File: src/rtl/dma_xfer_ctrl.sv
// DMA transfer sequencer: holds channel configuration, drives the cascaded address
// counter chain and handshakes each word with the requesting device.
module dma_xfer_ctrl #(
    parameter int unsigned AW  = 4,
    parameter int unsigned WCW = 8,
    parameter int unsigned CW  = 8
) (
    input  logic           clk,
    input  logic           res,
    input  logic           cfg_we,
    input  logic [1:0]     cfg_sel,
    input  logic [CW-1:0]  cfg_data,
    input  logic           start,
    input  logic           abort,
    input  logic           dreq,
    output logic           dack,
    output logic           addr_load,
    output logic [AW-1:0]  addr_data,
    output logic           addr_en,
    output logic           addr_up,
    output logic           busy,
    output logic           done,
    output logic           tc,
    output logic [WCW-1:0] wc_rem
);

    localparam int unsigned CTRLW = 3;

    typedef enum logic [2:0] {
        S_IDLE = 3'd0,
        S_LOAD = 3'd1,
        S_WAIT = 3'd2,
        S_XFER = 3'd3,
        S_DONE = 3'd4
    } state_e;

    state_e           state_q, state_d;
    logic [CTRLW-1:0] ctrl_q, ctrl_d;
    logic [AW-1:0]    base_q, base_d;
    logic [WCW-1:0]   wc_shadow_q, wc_shadow_d;
    logic [WCW-1:0]   wc_rem_q, wc_rem_d;
    logic             tc_q, tc_d;
    logic             busy_q, busy_d;
    logic             dack_q, dack_d;
    logic             addr_load_q, addr_load_d;
    logic             addr_en_q, addr_en_d;
    logic             done_q, done_d;
    logic             last_word;

    assign last_word = (wc_rem_q == WCW'(1));

    // State and all registered outputs
    always_ff @(posedge clk) begin
        if (!res) begin
            state_q     <= S_IDLE;
            ctrl_q      <= '0;
            base_q      <= '0;
            wc_shadow_q <= '0;
            wc_rem_q    <= '0;
            tc_q        <= 1'b0;
            busy_q      <= 1'b0;
            dack_q      <= 1'b0;
            addr_load_q <= 1'b0;
            addr_en_q   <= 1'b0;
            done_q      <= 1'b0;
        end else begin
            state_q     <= state_d;
            ctrl_q      <= ctrl_d;
            base_q      <= base_d;
            wc_shadow_q <= wc_shadow_d;
            wc_rem_q    <= wc_rem_d;
            tc_q        <= tc_d;
            busy_q      <= busy_d;
            dack_q      <= dack_d;
            addr_load_q <= addr_load_d;
            addr_en_q   <= addr_en_d;
            done_q      <= done_d;
        end
    end

    // Configuration writes (IDLE only) and remaining word count
    always_comb begin
        ctrl_d      = ctrl_q;
        base_d      = base_q;
        wc_shadow_d = wc_shadow_q;
        wc_rem_d    = wc_rem_q;
        if (state_q == S_IDLE && cfg_we) begin
            unique case (cfg_sel)
                2'd0:    ctrl_d = cfg_data[CTRLW-1:0];
                2'd1: begin
                    wc_shadow_d = cfg_data[WCW-1:0];
                    wc_rem_d    = cfg_data[WCW-1:0];
                end
                2'd2:    base_d = cfg_data[AW-1:0];
                default: ;
            endcase
        end else if (state_q == S_XFER) begin
            if (last_word && ctrl_q[1] && !abort) begin
                wc_rem_d = wc_shadow_q;
            end else if (wc_rem_q != '0) begin
                wc_rem_d = wc_rem_q - WCW'(1);
            end
        end
    end

    // Next-state logic; start decision sees a same-cycle word-count write
    always_comb begin
        state_d = state_q;
        tc_d    = 1'b0;
        unique case (state_q)
            S_IDLE: begin
                if (start) begin
                    state_d = (wc_shadow_d != '0) ? S_LOAD : S_DONE;
                end
            end
            S_LOAD: state_d = abort ? S_IDLE : S_WAIT;
            S_WAIT: begin
                if (abort)     state_d = S_IDLE;
                else if (dreq) state_d = S_XFER;
            end
            S_XFER: begin
                if (abort) begin
                    state_d = S_IDLE;
                end else if (last_word) begin
                    state_d = ctrl_q[1] ? S_LOAD : S_DONE;
                    tc_d    = 1'b1;
                end else begin
                    state_d = S_WAIT;
                end
            end
            S_DONE:  state_d = S_IDLE;
            default: state_d = S_IDLE;
        endcase
    end

    // Moore outputs decoded from the upcoming state, then registered
    always_comb begin
        busy_d      = 1'b0;
        dack_d      = 1'b0;
        addr_load_d = 1'b0;
        addr_en_d   = 1'b0;
        done_d      = 1'b0;
        unique case (state_d)
            S_LOAD: begin
                busy_d      = 1'b1;
                addr_load_d = 1'b1;
            end
            S_WAIT: busy_d = 1'b1;
            S_XFER: begin
                busy_d    = 1'b1;
                dack_d    = 1'b1;
                addr_en_d = !ctrl_d[2];
            end
            S_DONE:  done_d = 1'b1;
            default: ;
        endcase
    end

    assign dack      = dack_q;
    assign addr_load = addr_load_q;
    assign addr_data = base_q;
    assign addr_en   = addr_en_q;
    assign addr_up   = ctrl_q[0];
    assign busy      = busy_q;
    assign done      = done_q;
    assign tc        = tc_q;
    assign wc_rem    = wc_rem_q;

endmodule

File: config.mk
export PLATFORM = sky130hd
export DESIGN_NAME = dma_xfer_ctrl
export DESIGN_NICKNAME = d
export VERILOG_FILES = /design/src/rtl/dma_xfer_ctrl.sv
export SDC_FILE = /design/constraint.sdc
export NUM_CORES = 1
export LEC_CHECK = 0
export BUFFER_PORTS_ARGS = -buffer_cell sky130_fd_sc_hd__buf_2
export CAP_MARGIN = 10
export CORE_UTILIZATION = 55
export DETAILED_ROUTE_END_ITERATION = 10
export PLACE_DENSITY = 0.91
export SYNTH_ARGS = -nofsm -noshare
export SYNTH_HDL_FRONTEND = slang
export SYNTH_SLANG_ARGS = --single-unit
File: constraint.sdc
create_clock -name clk -period 3.6 [get_ports clk]
set_input_delay 0.72 -clock clk [delete_from_list [all_inputs] [get_ports clk]]
set_output_delay 0.72 -clock clk [all_outputs]
set_load 0.01 [all_outputs]
==> qor.tcl <==
set qor(grt.overflow.total) 0
set qor(clockRootBuffer) {sky130_fd_sc_hd__clkbuf_4}
set qor(coreArea_mm2) 0.00273
set qor(cts_hold_buffers) 0
set qor(cp_num_buf_inv) 1
set qor(worstSetupStartpointType) {flop}
set qor(path_clk_slew_ns) 0.10
set qor(route.antenna.remaining_nets) 0
set qor(fp.dieH_um) 55.7
set qor(number_of_buffer_cells_added_on_primary_ports) 34
set qor(drt_iter0_drc) 63
set qor(switching_power_mw) 0.207
set qor(netlist.top_cell.by_area) {sky130_fd_sc_hd__dfxtp_1}
set qor(finish.instance_area_mm2) 0.00180
set qor(place_area_mm2) 0.00176
set qor(grtUsageTotal) 0.241
set qor(p_seq_frac) 0.550
set qor(syn2layout_area_growth_pct) 13.6
set qor(grt_max_degree) 21
set qor(synth.lib_cells_used.distinct) 48
set qor(post_synthesis_cell_area_mm2) 0.00159
set qor(mappedNetlistNets) 207
set qor(total_drc_errors_in_the_routed_layout) 0
set qor(post_cts_resized) 0
set qor(rsz0062_at_grt) {no}
set qor(antenna_cells) 0
set qor(timing.fmax_ghz) 0.454
set qor(detail_route.vias_per_cell) 5.97
set qor(end_kind) {flop}
set qor(timing.critical_path.slowest_cell_delay_ns) 0.54
set qor(tritoncts_buffer_count) 5
set qor(wire_per_inst_um) 13.9
set qor(total_leakage_power_nw) 0.802
set qor(start_util) 0.580
set qor(pin_count) 35
set qor(cells_along_the_critical_path) {inv_1 -> ha_1 -> nor3b_1 -> a311o_1 -> and3_1 -> a31oi_1 -> o21ai_1}
set qor(switching_share) 0.294
set qor(final_net_count) 242
set qor(synth.area.top_cells) {sky130_fd_sc_hd__dfxtp_1 40%, sky130_fd_sc_hd__nand2_1 9.5%, sky130_fd_sc_hd__nor2_1 4.7%, sky130_fd_sc_hd__mux2i_1 4.4%, sky130_fd_sc_hd__a21oi_1 3.5%}
set qor(routed-via-count) 1523
set qor(number_of_antenna_violations_at_the_first_check_in_global_routing) 0
set qor(rrSetupSlack_ns) 1.40
set qor(synth_sequential_area_ratio) 0.404
set qor(cp_num_cells) 7
set qor(rr_worst_depth) 7
set qor(clock_network_fraction_of_design_power) 0.269
set qor(hold_path.class) {flop to flop}
set qor(tritoncts) {yes}
set qor(grt_pass1_vias) 1381
set qor(fin_setup_tns_ns) 0
set qor(min_path_cells) 2
set qor(fillers) 230
set qor(cts_setup_buffers) 0
set qor(hold_viol_final) 0
set qor(most-common-layout-cells) {40 x sky130_fd_sc_hd__nand2_1, 34 x sky130_fd_sc_hd__buf_2, 32 x sky130_fd_sc_hd__dfxtp_1, 20 x sky130_fd_sc_hd__nor2_1, 11 x sky130_fd_sc_hd__a21oi_1}
set qor(detail_route.wirelength_um) 3540
set qor(rows) 19
set qor(dp_hpwl_um) 2630
set qor(final.setup_skew_ns) 0.0127
set qor(vdd_ir_drop_max_mv) 0.324
set qor(h-tree-depth) 2
set qor(internal_power_mw) 0.498
set qor(yosys_warnings) 0
set qor(max-cap-violations) 0
set qor(drv_slew) 0
set qor(cp_slowest_cell) {sky130_fd_sc_hd__nor3b_1}
set qor(p_per_area_mw_per_mm2) 391
set qor(layout-drive-gt1-share) 0.223
set qor(outcome) {completed}
set qor(syn-instance-count) 189
set qor(period_minus_slack_ns) 2.20
set qor(drt_pre_antenna_iters) 4
set qor(die_width_um) 55.7
set qor(worst_skew_pair.late_latency_ns) 0.34
set qor(cts-root-to-sink-buffers) 2
set qor(critPathKind) {flop to flop}
set qor(worst-slew-pin-transition_ns) 0.806
set qor(critical_path.max_fanout) 6
set qor(ys_ff_latch) 32
set qor(critPathTopFamily) {simple AND/OR/NAND/NOR gates}
set qor(setup_violations) 0
set qor(postSynthAreaPerCell_um2) 8.39
set qor(globalplace.congestion) 0.848
set qor(layout.cells.most_common) {sky130_fd_sc_hd__nand2_1}
set qor(combinationalPowerShare) 0.181
set qor(tritoncts_num_sinks) 32
set qor(timing.critical_path.required_ns) 3.87
set qor(arrival_time_of_the_worst_setup_path_ns) 2.48
set qor(floorplan.die_area_mm2) 0.00310
set qor(final_min_period_over_clock_period) 0.612
set qor(grt_pass1_wl_um) 5930
set qor(max_slew_margin) 0.455
set qor(netlist.area_leader.share) 0.404
synthesized netlist by cell type, drive strengths merged:
library cell,count
buf,3
o31a,1
nor3,3
and3b,3
and3,2
nand3b,2
a32oi,1
nor4,6
nor4b,2
or4,4
a311oi,1
or4b,1
a311o,1
and2,2
inv,3
nand3,5
nor3b,2
nor2b,1
a211oi,1
ha,2
a21oi,11
o211ai,4
o311a,1
or2,1
a31oi,5
a21boi,1
mux2,1
o21ai,3
nand2b,3
clkbuf,3
nand2,41
mux2i,7
nand4,2
xnor2,2
dfxtp,32
o221a,1
a211o,1
a32o,1
nor2,21
xor2,2
path summary, 6_finish.rpt:
path | start | to
worst max register to register | wc_rem[0] | wc_rem[7]
worst min-delay path | wc_shadow_q[4] | wc_shadow_q[4]
worst max-delay path | wc_rem[0] | wc_rem[7]
worst min register to register | wc_shadow_q[4] | wc_shadow_q[4]
kinds of logic (layout without fill, tap and decap cells):
group	count (synthesis)	count (layout)	share of synthesized area
simple gates	101	101	0.331
compound gates	33	33	0.144
flops	32	32	0.404
buf+inv	9	44	0.0315
mux	8	8	0.0513
xor+xnor	4	4	0.0221
fa+ha+maj	2	2	0.0158
power groups by stage:
| stage | Combinational (mW) | Sequential (mW) | Clock, mW |
|---|---|---|---|
| 2_1_floorplan | 0.0862 | 0.397 | 0 |
| 3_3_place_gp | 0.125 | 0.395 | 0 |
| 3_5_place_dp | 0.126 | 0.396 | 0 |
| 4_1_cts | 0.127 | 0.388 | 0.190 |
| 5_1_grt | 0.142 | 0.390 | 0.206 |
| 6_report | 0.127 | 0.388 | 0.190 |
registers in the layout, summed over array words and instances, names as in the netlist, 3 cells and up:
register,flops
state_q,3
ctrl_q,3
wc_rem,8
addr_data,4
wc_shadow_q,8
per-layer routing:
layer | track usage | vias to the layer above | share of wire
met5 | 0 | - | 0
met3 | 0.0605 | 7 | 0.081
met2 | 0.391 | 68 | 0.46
li1 | - | 748 | -
met1 | 0.307 | 700 | 0.44
met4 | 0.0964 | 0 | 0.016
stage by stage:
stage	utilization	cells	worst slack [ns]	hold WS [ns]	total power, mW
after floorplan	-	189	1.53	0.447	0.483
after global placement	0.643	248	1.23	0.459	0.520
after detailed placement	0.643	248	1.19	0.463	0.522
after CTS	0.659	255	1.40	0.477	0.705
after global routing	0.659	255	1.24	0.515	0.737
final	0.659	255	1.40	0.484	0.705
layout make-up:
cell class	instances	area, µm²	share of cell area
Clock inverter	1	5.00	0.00278
Multi-Input combinational cell	148	896	0.497
Sequential cell	32	641	0.355
Timing Repair Buffer	34	170	0.0944
Inverter	3	11.3	0.00625
Tap cell	31	38.8	0.0215
Clock buffer	6	41.3	0.0229
worst register-to-register path, stage by stage (launching register included):
cell,delay [ns]
sky130_fd_sc_hd__dfxtp_1,0.38
sky130_fd_sc_hd__inv_1,0.10
sky130_fd_sc_hd__ha_1,0.21
sky130_fd_sc_hd__nor3b_1,0.54
sky130_fd_sc_hd__a311o_1,0.39
sky130_fd_sc_hd__and3_1,0.29
sky130_fd_sc_hd__a31oi_1,0.07
sky130_fd_sc_hd__o21ai_1,0.15
(Power assumes the default switching activity.)
